**src/rtl/wallclock_ctrl.sv**
```systemverilog
// Wall-clock time-keeping/time-setting controller: BCD hh:mm:ss chain, set-mode FSM, display blink mask.
// Optional blink phase generation is enabled by defining WALLCLOCK_BLINK_EN.
module wallclock_ctrl #(
    parameter logic [7:0] HOUR_MAX = 8'h23
) (
    input  logic       clk,
    input  logic       reset,
    input  logic       tick_1hz,
    input  logic       btn_mode,
    input  logic       btn_inc,
    output logic [7:0] hour,
    output logic [7:0] minute,
    output logic [7:0] second,
    output logic [1:0] mode,
    output logic [2:0] blink,
    output logic       day_carry
);

    typedef enum logic [1:0] {
        RUN      = 2'd0,
        SET_HOUR = 2'd1,
        SET_MIN  = 2'd2,
        SET_SEC  = 2'd3
    } state_t;

    state_t     state;
    state_t     state_next;
    logic       mode_q;
    logic       inc_q;
    logic       mode_ev;
    logic       inc_ev;
    logic [7:0] hour_next;
    logic [7:0] minute_next;
    logic [7:0] second_next;
    logic       carry_next;

    // Wrap to zero at max_val; otherwise a BCD increment that never lets the low nibble pass 9.
    function automatic logic [7:0] bcd_inc(input logic [7:0] val, input logic [7:0] max_val);
        if (val == max_val)
            return 8'h00;
        else if (val[3:0] == 4'h9)
            return {val[7:4] + 4'h1, 4'h0};
        else
            return {val[7:4], val[3:0] + 4'h1};
    endfunction

    assign mode_ev = btn_mode & ~mode_q;
    assign inc_ev  = btn_inc & ~inc_q;
    assign mode    = state;

    always_ff @(posedge clk or posedge reset) begin
        if (reset) begin
            state     <= RUN;
            mode_q    <= 1'b0;
            inc_q     <= 1'b0;
            hour      <= 8'h00;
            minute    <= 8'h00;
            second    <= 8'h00;
            day_carry <= 1'b0;
        end else begin
            state     <= state_next;
            mode_q    <= btn_mode;
            inc_q     <= btn_inc;
            hour      <= hour_next;
            minute    <= minute_next;
            second    <= second_next;
            day_carry <= carry_next;
        end
    end

    // Time update and state advance are independent, so simultaneous events both take effect.
    always_comb begin
        state_next  = state;
        hour_next   = hour;
        minute_next = minute;
        second_next = second;
        carry_next  = 1'b0;
        case (state)
            RUN: begin
                if (tick_1hz) begin
                    second_next = bcd_inc(second, 8'h59);
                    if (second == 8'h59) begin
                        minute_next = bcd_inc(minute, 8'h59);
                        if (minute == 8'h59) begin
                            hour_next = bcd_inc(hour, HOUR_MAX);
                            if (hour == HOUR_MAX)
                                carry_next = 1'b1;
                        end
                    end
                end
                if (mode_ev)
                    state_next = SET_HOUR;
            end
            SET_HOUR: begin
                if (inc_ev)
                    hour_next = bcd_inc(hour, HOUR_MAX);
                if (mode_ev)
                    state_next = SET_MIN;
            end
            SET_MIN: begin
                if (inc_ev)
                    minute_next = bcd_inc(minute, 8'h59);
                if (mode_ev)
                    state_next = SET_SEC;
            end
            SET_SEC: begin
                if (inc_ev)
                    second_next = bcd_inc(second, 8'h59);
                if (mode_ev)
                    state_next = RUN;
            end
            default: state_next = RUN;
        endcase
    end

`ifdef WALLCLOCK_BLINK_EN
    logic phase;
    logic phase_next;

    // Phase only runs while setting; leaving for RUN clears it so each set session starts visible.
    always_comb begin
        phase_next = phase;
        if (state_next == RUN)
            phase_next = 1'b0;
        else if (tick_1hz && (state != RUN))
            phase_next = ~phase;
    end

    always_ff @(posedge clk or posedge reset) begin
        if (reset)
            phase <= 1'b0;
        else
            phase <= phase_next;
    end

    always_comb begin
        blink = 3'b000;
        case (state)
            SET_HOUR: blink[2] = phase;
            SET_MIN:  blink[1] = phase;
            SET_SEC:  blink[0] = phase;
            default:  blink    = 3'b000;
        endcase
    end
`else
    assign blink = 3'b000;
`endif

endmodule

```
**config.mk**
```make
export PLATFORM = sky130hd
export DESIGN_NAME = wallclock_ctrl
export DESIGN_NICKNAME = d
export VERILOG_FILES = /design/src/rtl/wallclock_ctrl.sv
export SDC_FILE = /design/constraint.sdc
export NUM_CORES = 1
export LEC_CHECK = 0
export ABC_AREA = 1
export BUFFER_PORTS_ARGS = -buffer_cell sky130_fd_sc_hd__buf_2
export CORE_MARGIN = 5
export CORE_UTILIZATION = 33
export CTS_CLUSTER_DIAMETER = 100
export DETAILED_ROUTE_END_ITERATION = 7
export RECOVER_POWER = 25
export SYNTH_ARGS = -nofsm -noshare
export SYNTH_HDL_FRONTEND = slang
export SYNTH_SLANG_ARGS = --single-unit
```
**constraint.sdc**
```tcl
create_clock -name clk -period 1.61 [get_ports clk]
set_input_delay 0.0805 -clock clk [delete_from_list [all_inputs] [get_ports clk]]
set_output_delay 0.0805 -clock clk [all_outputs]
set_load 0.005 [all_outputs]
```
==> results of run 1 <==
==> stage by stage <==
stage,hold slack [ns],total power [W],instances,utilization
detailed placement,0.184,0.00306,338,0.394
finish,0.124,0.00382,356,0.428
global placement,0.176,0.00304,338,0.394
CTS,0.124,0.00369,348,0.415
global route,0.122,0.00419,356,0.428
floorplan,0.112,0.00245,228,-
==> kinds of logic after synthesis <==
| logic type | Yosys count | synth area share |
|---|---|---|
| xor+xnor | 10 | 0.0470 |
| flops | 29 | 0.389 |
| fa+ha+maj | 16 | 0.107 |
| compound gates | 22 | 0.0657 |
| simple gates | 113 | 0.310 |
| buf+inv | 35 | 0.0791 |
| other cells | 1 | 0.00201 |
==> final timing paths <==
path | from | to | slack, ns | depth (start not counted)
hold / removal | tick_1hz | day_carry$_DFF_PP0_ | 0.12 | 3
setup reg to reg | second[1]$_DFFE_PP0P_ | minute[5]$_DFFE_PP0P_ | 0.14 | 9
max in group asynchronous | reset | hour[5]$_DFFE_PP0P_ | 0.58 | 4
min in group asynchronous | reset | minute[0]$_DFFE_PP0P_ | 0.56 | 4
hold reg to reg | hour[7]$_DFFE_PP0P_ | hour[7]$_DFFE_PP0P_ | 0.55 | 2
setup / recovery | second[1]$_DFFE_PP0P_ | minute[5]$_DFFE_PP0P_ | 0.14 | 9
==> power by group <==
part,switching (W),internal [W]
Combinational,0.00114,0.000900
Sequential,0.000235,0.000946
Clock,0.000261,0.000338
Total,0.00163,0.00218
==> area by class of cell <==
| class | instances | area, µm² | share of cell area |
|---|---|---|---|
| clock buffers | 7 | 86.3 | 0.0366 |
| flip-flops and latches | 29 | 726 | 0.308 |
| multi-input cells | 165 | 1020 | 0.434 |
| inverters | 32 | 125 | 0.0531 |
| well taps | 72 | 90.1 | 0.0382 |
| repair buffers | 51 | 308 | 0.131 |
==> what timing repair did <==
item | in CTS | in global routing
setup buffers | 0 | 7
hold buffers | 3 | 0
endpoints found under the setup margin | 0 | 16
endpoints found under the hold margin | 31 | 0
resized for setup | 0 | 5
==> flip-flops by register name, summed over array words and instances, names as in the netlist <==
name / flops
mode: 2
minute: 8
hour: 8
day_carry: 1
second: 8
inc_q: 1
mode_q: 1
==> cell usage after synthesis <==
| library cell | number |
|---|---|
| o21a_1 | 1 |
| nand3b_1 | 1 |
| o21ai_0 | 8 |
| ha_1 | 16 |
| or2_2 | 3 |
| nand3_1 | 18 |
| o21ai_1 | 8 |
| buf_4 | 3 |
| nor2_4 | 3 |
| clkinv_4 | 1 |
| nand2_1 | 49 |
| xnor2_1 | 2 |
| nor2_1 | 18 |
| nand4_4 | 1 |
| inv_1 | 30 |
| a21oi_1 | 2 |
| o31ai_1 | 1 |
| nand4_1 | 5 |
| nor2_2 | 3 |
| nand2_2 | 4 |
| xor2_1 | 8 |
| conb_1 | 1 |
| dfrtp_1 | 29 |
| nand2_4 | 3 |
| a21oi_2 | 2 |
| nor4_1 | 1 |
| nand3_2 | 4 |
| inv_2 | 1 |
==> critical path: stages, from the launching register on <==
cell and delay [ns]:
dfrtp_1 0.40, inv_1 0.08, ha_1 0.18, nand2_1 0.09, nor2_4 0.14, nand2_2 0.10
nand2_4 0.11, nand3_2 0.13, nand2_1 0.08, o21ai_1 0.05
==> per-layer routing <==
layer | routed length (µm) | vias up
met5 | 0 | -
met4 | 44 | 0
met1 | 1850 | 736
li1 | - | 832
met3 | 147 | 5
met2 | 1870 | 22
==> flow_metrics.env, run 1 <==
export IMPL_status="completed"
export IMPL_avgViaCountPerCell=4.48
export IMPL_finalSetupTns_ns=0
export IMPL_path_class="reg -> reg"
export IMPL_dieWidth_um=85.2
export IMPL_area_delta_synth_final_pct=26.4
export IMPL_netlist_area_um2=1870
export IMPL_leakage_nw=1.28
export IMPL_syn_inst=226
export IMPL_post_dp_cell_area_um2=2170
export IMPL_insertion_delay_ns=0.27
export IMPL_htreeDepth=2
export IMPL_grt_busiest_layer="met2"
export IMPL_synth_area_leader_cell="dfrtp_1"
export IMPL_final_cell_area_um2=2360
export IMPL_core_area_um2=5510
export IMPL_dieHeight_um=85.2
export IMPL_start_util=0.339
export IMPL_final_max_slew_viol_count=0
export IMPL_crit_path_end_kind="flip-flop"
export IMPL_yosysSeqAreaShare=0.389
export IMPL_synth_seq_cells=29
export IMPL_final_cell_mix="49 x nand2_1, 30 x inv_1, 29 x dfrtp_1, 29 x buf_2, 18 x nor2_1"
export IMPL_root_buffer="clkbuf_8"
export IMPL_postRouteAntennaNets=0
export IMPL_diodes=0
export IMPL_worst_ep_arrival_time_ns=1.64
export IMPL_pre_cts_ws_ns=0.0940
export IMPL_rows=27
export IMPL_crit_path_start_kind="flip-flop"
export IMPL_die_area_um2=7260
export IMPL_drt_iter0_markers=72
export IMPL_grtUsageMet2=0.172
export IMPL_met1_usage=0.143
export IMPL_slew_headroom=0.515
export IMPL_grt_overflow_total=0
export IMPL_grt_max_degree=30
export IMPL_maxCapViolCount=0
export IMPL_wl_um=3910
export IMPL_synth_top_area_share=0.389
export IMPL_grt_pass1_vias=1437
export IMPL_gr_usage_all_layers=0.110
export IMPL_yosys_warnings=0
export IMPL_antenna_found_initial=0
export IMPL_synth_area_leaders="dfrtp_1 39%, ha_1 11%, nand2_1 9.9%, inv_1 6.0%, nand3_1 4.8%"
export IMPL_cts_buffers=5
export IMPL_hold_class="in -> reg"
export IMPL_numPortBuffers=31
export IMPL_grt_pass1_wl_um=6450
export IMPL_vias=1595
export IMPL_avgRoutedWirePerCell_um=11.0
export IMPL_power_density_nw_per_um2=1620
export IMPL_finalNetCount=305
export IMPL_cts_sinks=29
export IMPL_ir_drop_mv=0.840
export IMPL_drtPass1Iterations=4
export IMPL_min_period_ns=1.47
export IMPL_met3_usage=0.0340
export IMPL_final_common_cell="nand2_1"
export IMPL_post_dp_hpwl_um=2930
export IMPL_clk_path_buf_depth=2
export IMPL_hold_viol=0
export IMPL_gp_congestion=0.806
export IMPL_ys_types=28
export IMPL_drive_gt1_frac=0.285
export IMPL_cts_tree="built"
export IMPL_worst_slack_ns=0.136
export IMPL_max_freq_mhz=678
export IMPL_clock_skew_ns=0.00592
export IMPL_worst_slew_pin_slew_ns=0.727
export IMPL_fillCellCount=569
export IMPL_fin_crit_sh=0.915
export IMPL_avgSynthCellArea_um2=8.25
export IMPL_cp_required_ns=1.77
export IMPL_clkTransAtPathRegs_ns=0.06
export IMPL_drc_errors=0
export IMPL_crit_fanout=5
export IMPL_io_pins=35
export IMPL_setup_viol=0
(Power assumes the default switching activity.)
==> run 2, diff against run 1 <==
ABC_AREA = default   (was 1)
RECOVER_POWER = 50   (was 25)
==> run 2 against run 1 <==
Compared with the run above: the run now ends with setup timing left; clock power grew 4.2%; total power grew 27%; clock skew shrank 0.0011 ns; final cell count shrank 10%; combinational power grew 46%; largest cell class unchanged; area after synthesis shrank 4.8%; count of clock-buffer cells in the layout grew 1; utilization grew 7.3 points; sequential share of layout area shrank 2.8 points.
==> flow_metrics.env, run 2 <==
export IMPL_path_class="reg -> reg"
export IMPL_drtPass1Iterations=4
export IMPL_synth_top_area_share=0.408
export IMPL_hold_path_end="day_carry$_DFF_PP0_"
export IMPL_min_period_ns=1.74
export IMPL_root_buffer="clkbuf_8"
export IMPL_synth_seq_cells=29
export IMPL_r2r_end="hour[2]$_DFFE_PP0P_"
export IMPL_crit_path_end_kind="flip-flop"
export IMPL_yosysMostFrequentCell="dfrtp_1"
export IMPL_fin_total_pwr_w=0.00484
export IMPL_htreeDepth=2
export IMPL_clkTransAtPathRegs_ns=0.06
export IMPL_startpoint="second[5]$_DFFE_PP0P_"
export IMPL_drt_iter0_markers=71
export IMPL_dieHeight_um=83.4
export IMPL_avgRoutedWirePerCell_um=12.9
export IMPL_met1_usage=0.156
export IMPL_hold_class="in -> reg"
export IMPL_gr_usage_all_layers=0.123
export IMPL_post_dp_hpwl_um=2960
export IMPL_grt_busiest_layer="met2"
export IMPL_crit_path_start_kind="flip-flop"
export IMPL_worst_slack_ns=-0.127
export IMPL_cts_buffers=5
export IMPL_wl_um=4140
export IMPL_violations="setup timing"
export IMPL_yosys_warnings=0
export IMPL_yosys_top_cells_count="29 x dfrtp_1, 18 x nor2_1, 16 x ha_1, 14 x inv_1, 12 x mux2_2"
export IMPL_finalSetupTns_ns=-0.976
export IMPL_hold_viol=0
export IMPL_core_area_um2=5170
export IMPL_die_area_um2=6950
export IMPL_grt_pass1_wl_um=6930
export IMPL_maxCapViolCount=0
export IMPL_postRouteAntennaNets=0
export IMPL_slowest_delay_ns=0.38
export IMPL_path_cells="inv_1 > ha_2 > and4b_2 > a41oi_4 > nor3b_2 > mux2_4"
export IMPL_grtUsageMet2=0.190
export IMPL_drc_errors=0
export IMPL_rsz0062_at_grt="yes"
export IMPL_cp_num_buf_inv=1
export IMPL_rows=26
export IMPL_fin_crit_sh=1.08
export IMPL_area_delta_synth_final_pct=46.0
export IMPL_clk_path_buf_depth=2
export IMPL_grt_pass1_vias=1447
export IMPL_status="finished, violations left"
export IMPL_yosysSeqAreaShare=0.408
export IMPL_synth_edf_count=0
export IMPL_cp_required_ns=1.78
export IMPL_leakage_nw=1.27
export IMPL_diodes=0
export IMPL_hold_depth=4
export IMPL_final_cell_mix="38 x buf_4, 29 x buf_2, 28 x dfrtp_1, 17 x nor2_1"
export IMPL_netlist_area_um2=1780
export IMPL_start_util=0.343
export IMPL_cts_sinks=29
export IMPL_worst_ep_arrival_time_ns=1.91
export IMPL_r2r_cells=6
export IMPL_clock_skew_ns=0.00481
export IMPL_crit_fanout=8
export IMPL_synth_area_leaders="dfrtp_1 41%, ha_1 11%, mux2_2 7.6%, nor2_1 3.8%, inv_1 3.0%"
export IMPL_cp_slowest_cell="dfrtp_1"
export IMPL_synth_area_leader_cell="dfrtp_1"
export IMPL_hp_start="tick_1hz"
export IMPL_syn_inst=170
export IMPL_avgViaCountPerCell=4.73
export IMPL_final_common_cell="buf_4"
export IMPL_io_pins=35
export IMPL_gp_congestion=0.742
export IMPL_grt_max_degree=30
export IMPL_ys_types=48
export IMPL_numPortBuffers=31
export IMPL_avgSynthCellArea_um2=10.5
export IMPL_final_max_slew_viol_count=0
export IMPL_worst_slew_pin_slew_ns=0.754
export IMPL_synthFlopType="dfrtp_1"
export IMPL_setup_viol=17
export IMPL_grt_overflow_total=0
export IMPL_insertion_delay_ns=0.28
export IMPL_ir_drop_mv=0.748
export IMPL_cts_tree="built"
export IMPL_antenna_found_initial=0
export IMPL_dieWidth_um=83.4
export IMPL_power_density_nw_per_um2=1870
export IMPL_fin_util=0.501
export IMPL_drive_gt1_frac=0.476
export IMPL_path_delay_family="simple AND/OR/NAND/NOR gates"
export IMPL_max_freq_mhz=576
export IMPL_r2r_start="second[5]$_DFFE_PP0P_"
export IMPL_vias=1515
export IMPL_reg_largest_list="hour: 8 flops, minute: 8 flops, second: 8 flops"
export IMPL_finalNetCount=270
export IMPL_met3_usage=0.0436
export IMPL_slew_headroom=0.498
export IMPL_synth_async_reset_ratio=1.00
export IMPL_reg2reg_slack_ns=-0.13
run 2: cell types whose count changed in the layout (fill, tap and decap cells not counted), sizes merged, moves of 3 or more:
cell   before  now
nand2      56    6
o21ai      16    6
xor2        8    1
inv        31   14
nor2       25   18
nor2b       0    4
mux2        0   12
and3        0    3
buf        45   69
nand3      22    8
and3b       0    3
run 2: worst max path at each step:
stage | slack (ns) | to | cells past startpoint
2_1_floorplan | -0.09 | hour[2]$_DFFE_PP0P_ | 6
3_3_place_gp | -0.15 | hour[5]$_DFFE_PP0P_ | 6
3_5_place_dp | -0.20 | hour[5]$_DFFE_PP0P_ | 6
4_1_cts | -0.14 | hour[4]$_DFFE_PP0P_ | 6
5_1_grt | -0.21 | hour[4]$_DFFE_PP0P_ | 6
6_report | -0.13 | hour[2]$_DFFE_PP0P_ | 6
run 2: power by group:
part | total [W] | internal [W] | leakage [nW] | switching (W)
Sequential | 0.00125 | 0.00101 | 0.357 | 0.000241
Combinational | 0.00297 | 0.00162 | 0.866 | 0.00135
Clock | 0.000625 | 0.000348 | 0.0455 | 0.000277
Total | 0.00484 | 0.00298 | 1.27 | 0.00187
run 2: layout make-up:
type / count / area, µm²
multi-input combinational: 124 / 1130
sequential: 29 / 727
inverter: 14 / 52.6
tap: 70 / 87.6
fill: 495 / 2580
clock buffer: 8 / 90.1
timing repair buffer: 75 / 504
run 2: routing by layer:
layer	wire, µm	vias to the layer above
li1	-	760
met1	1880	716
met2	2010	32
met3	195	7
met4	51	0
met5	0	-
run 2: worst reg2reg max path, cell delays in order, from the launching register on:
cell and delay, ns:
dfrtp_1 0.38, inv_1 0.06, ha_2 0.16, and4b_2 0.29
a41oi_4 0.19, nor3b_2 0.25, mux2_4 0.31
run 2: what timing repair did:
item,4_1_cts,5_1_grt
pin swaps,5,4
hold buffers,3,0
endpoints found under the hold margin,31,0
setup endpoints to repair,18,23
buffers inserted,9,1
gates resized for setup,5,16
run 2: kinds of logic after synthesis:
kind of cell / after synthesis / synth area share
buffers and inverters: 19 / 0.0507
other: 1 / 0.00211
AO/OA/AOI/OAI: 28 / 0.135
AND/OR/NAND/NOR: 63 / 0.205
multiplexers: 13 / 0.0817
XOR/XNOR: 1 / 0.00493
adder cells (fa/ha/maj): 16 / 0.113
flip-flops: 29 / 0.408
run 2: through the flow:
| stage | setup slack (ns) | hold WS (ns) | instances | area, µm² |
|---|---|---|---|---|
| 2_1_floorplan | -0.0945 | 0.112 | 172 | 1870 |
| 3_3_place_gp | -0.152 | 0.180 | 299 | 2320 |
| 3_5_place_dp | -0.198 | 0.184 | 299 | 2320 |
| 4_1_cts | -0.139 | 0.358 | 319 | 2520 |
| 5_1_grt | -0.205 | 0.383 | 320 | 2590 |
| 6_report | -0.127 | 0.370 | 320 | 2590 |
==> run 3, diff against run 2 <==
CORE_UTILIZATION = 40   (was 33)
==> run 3 against run 2 <==
Compared with the run above: utilization rose by 8.7 points; the run still ends with setup timing left; clock power rose by 6.9%; sequential power barely moved; worst setup slack improved by 0.0014 ns; count of clock-buffer cells in the layout fell by 1; register-to-register slack barely moved; cell area fell by 1.9%.
==> flow_metrics.env, run 3 (same netlist as run 2, synthesis figures left out) <==
export IMPL_hold_class="in -> reg"
export IMPL_worst_ep_arrival_time_ns=1.95
export IMPL_path_class="reg -> reg"
export IMPL_final_cell_mix="35 x buf_4, 28 x dfrtp_1, 24 x buf_2, 16 x nor2_1"
export IMPL_r2r_cells=6
export IMPL_clk_path_buf_depth=2
export IMPL_clock_power_share=0.135
export IMPL_power_density_nw_per_um2=1940
export IMPL_crit_path_end_kind="flip-flop"
export IMPL_grt_max_degree=18
export IMPL_fin_total_pwr_w=0.00493
export IMPL_diodes=0
export IMPL_power_switching_share=0.388
export IMPL_gp_congestion=0.858
export IMPL_maxCapViolCount=0
export IMPL_path_cells="inv_2 > ha_4 > and3b_2 > a41oi_4 > or4_1 > o21ai_1"
export IMPL_violations="setup timing"
export IMPL_clkTransAtPathRegs_ns=0.06
export IMPL_wl_um=4120
export IMPL_slowest_delay_ns=0.49
export IMPL_insertion_delay_ns=0.28
export IMPL_antenna_found_initial=0
export IMPL_crit_fanout=8
export IMPL_status="finished, violations left"
export IMPL_worst_slack_ns=-0.126
export IMPL_grt_overflow_total=0
export IMPL_avgRoutedWirePerCell_um=13.8
export IMPL_grt_pass1_vias=1487
export IMPL_p_int_w=0.00302
export IMPL_ir_drop_mv=0.898
export IMPL_die_area_um2=5870
export IMPL_drc_errors=0
export IMPL_avgViaCountPerCell=5.11
export IMPL_p_seq_frac=0.256
export IMPL_start_util=0.411
export IMPL_switching_power_w=0.00191
export IMPL_hold_depth=4
export IMPL_final_max_slew_viol_count=0
export IMPL_cp_num_buf_inv=1
export IMPL_path_delay_family="simple AND/OR/NAND/NOR gates"
export IMPL_io_pins=35
export IMPL_rows=24
export IMPL_finalSetupTns_ns=-1.12
export IMPL_vias=1529
export IMPL_cts_sinks=29
export IMPL_post_dp_hpwl_um=3000
export IMPL_fin_crit_sh=1.08
export IMPL_reg_largest_list="hour: 8 flops, minute: 8 flops, second: 8 flops"
export IMPL_postRouteAntennaNets=0
export IMPL_min_period_ns=1.74
export IMPL_drt_iter0_markers=59
export IMPL_drtPass1Iterations=5
export IMPL_cts_buffers=5
export IMPL_numPortBuffers=31
export IMPL_cp_slowest_cell="or4_1"
export IMPL_leakage_nw=1.24
export IMPL_p_comb_frac=0.609
export IMPL_r2r_end="hour[4]$_DFFE_PP0P_"
export IMPL_area_delta_synth_final_pct=43.2
export IMPL_finalNetCount=267
export IMPL_cp_required_ns=1.82
export IMPL_dieWidth_um=76.6
export IMPL_setup_viol=18
export IMPL_rsz0062_at_grt="yes"
export IMPL_htreeDepth=2
export IMPL_drive_gt1_frac=0.462
export IMPL_hp_start="tick_1hz"
export IMPL_final_common_cell="buf_4"
export IMPL_r2r_start="second[1]$_DFFE_PP0P_"
export IMPL_fin_util=0.589
export IMPL_clock_skew_ns=0.00524
export IMPL_core_area_um2=4320
export IMPL_grt_pass1_wl_um=6790
export IMPL_cts_tree="built"
export IMPL_reg2reg_slack_ns=-0.13
export IMPL_max_freq_mhz=576
export IMPL_dieHeight_um=76.6
export IMPL_hold_viol=0
export IMPL_gr_usage_all_layers=0.142
export IMPL_hold_path_end="day_carry$_DFF_PP0_"
export IMPL_crit_path_start_kind="flip-flop"
export IMPL_root_buffer="clkbuf_8"
run 3: final cells by class:
type                            instances  area [µm²]
Multi-Input combinational cell        124        1130
Timing Repair Buffer                   72         467
Tap cell                               52        65.1
Inverter                               14        52.6
Sequential cell                        29         727
Clock buffer                            7        96.3
Clock inverter                          1        5.00
Fill cell                             387        1780
run 3: worst max-delay path by stage:
stage                          start                   to  slack, ns  cells after the start
4_1_cts          mode[0]$_DFFE_PP0P_  hour[4]$_DFFE_PP0P_      -0.14                      6
6_report       second[1]$_DFFE_PP0P_  hour[4]$_DFFE_PP0P_      -0.13                      6
5_1_grt          mode[0]$_DFFE_PP0P_  hour[4]$_DFFE_PP0P_      -0.20                      6
3_3_place_gp     mode[0]$_DFFE_PP0P_  hour[7]$_DFFE_PP0P_       -0.1                      6
2_1_floorplan  second[5]$_DFFE_PP0P_  hour[2]$_DFFE_PP0P_      -0.09                      6
3_5_place_dp     mode[1]$_DFFE_PP0P_  hour[5]$_DFFE_PP0P_      -0.17                      6
run 3: power by group through the flow:
stage                     Combinational [W]  Clock, W  Sequential, W
after floorplan                     0.00146         0        0.00136
after global placement              0.00249         0        0.00125
after detailed placement            0.00257         0        0.00127
after CTS                           0.00283  0.000685        0.00125
after global routing                0.00332  0.000728        0.00130
final                               0.00300  0.000668        0.00126
run 3: per-stage QoR:
| stage | std cells | area, µm² | worst slack [ns] | hold slack (ns) |
|---|---|---|---|---|
| floorplan | 172 | 1870 | -0.0945 | 0.112 |
| global placement | 277 | 2260 | -0.0962 | 0.148 |
| detailed placement | 277 | 2260 | -0.166 | 0.160 |
| CTS | 296 | 2490 | -0.139 | 0.320 |
| global route | 299 | 2540 | -0.205 | 0.350 |
| finish | 299 | 2540 | -0.126 | 0.327 |
run 3: repair_timing:
item                                    CTS  global route
endpoints found under the setup margin   16            22
pin swaps                                 9             3
buffers inserted                          8             3
endpoints found under the hold margin    14             0
hold buffers                              3             0
resized for setup                        10            12
run 3: tightest hold or removal path: cells and delay by family:
| family | cells | cell delay, ns |
|---|---|---|
| buffers and inverters | 1 | 0.11 |
| AND/OR/NAND/NOR | 3 | 0.39 |
run 3: routing by layer:
layer	GRT usage	vias up	wire, µm
met1	0.174	737	1870
met2	0.225	26	2000
met4	0.0594	0	79
met5	0	-	0
li1	-	759	-
met3	0.0508	7	171
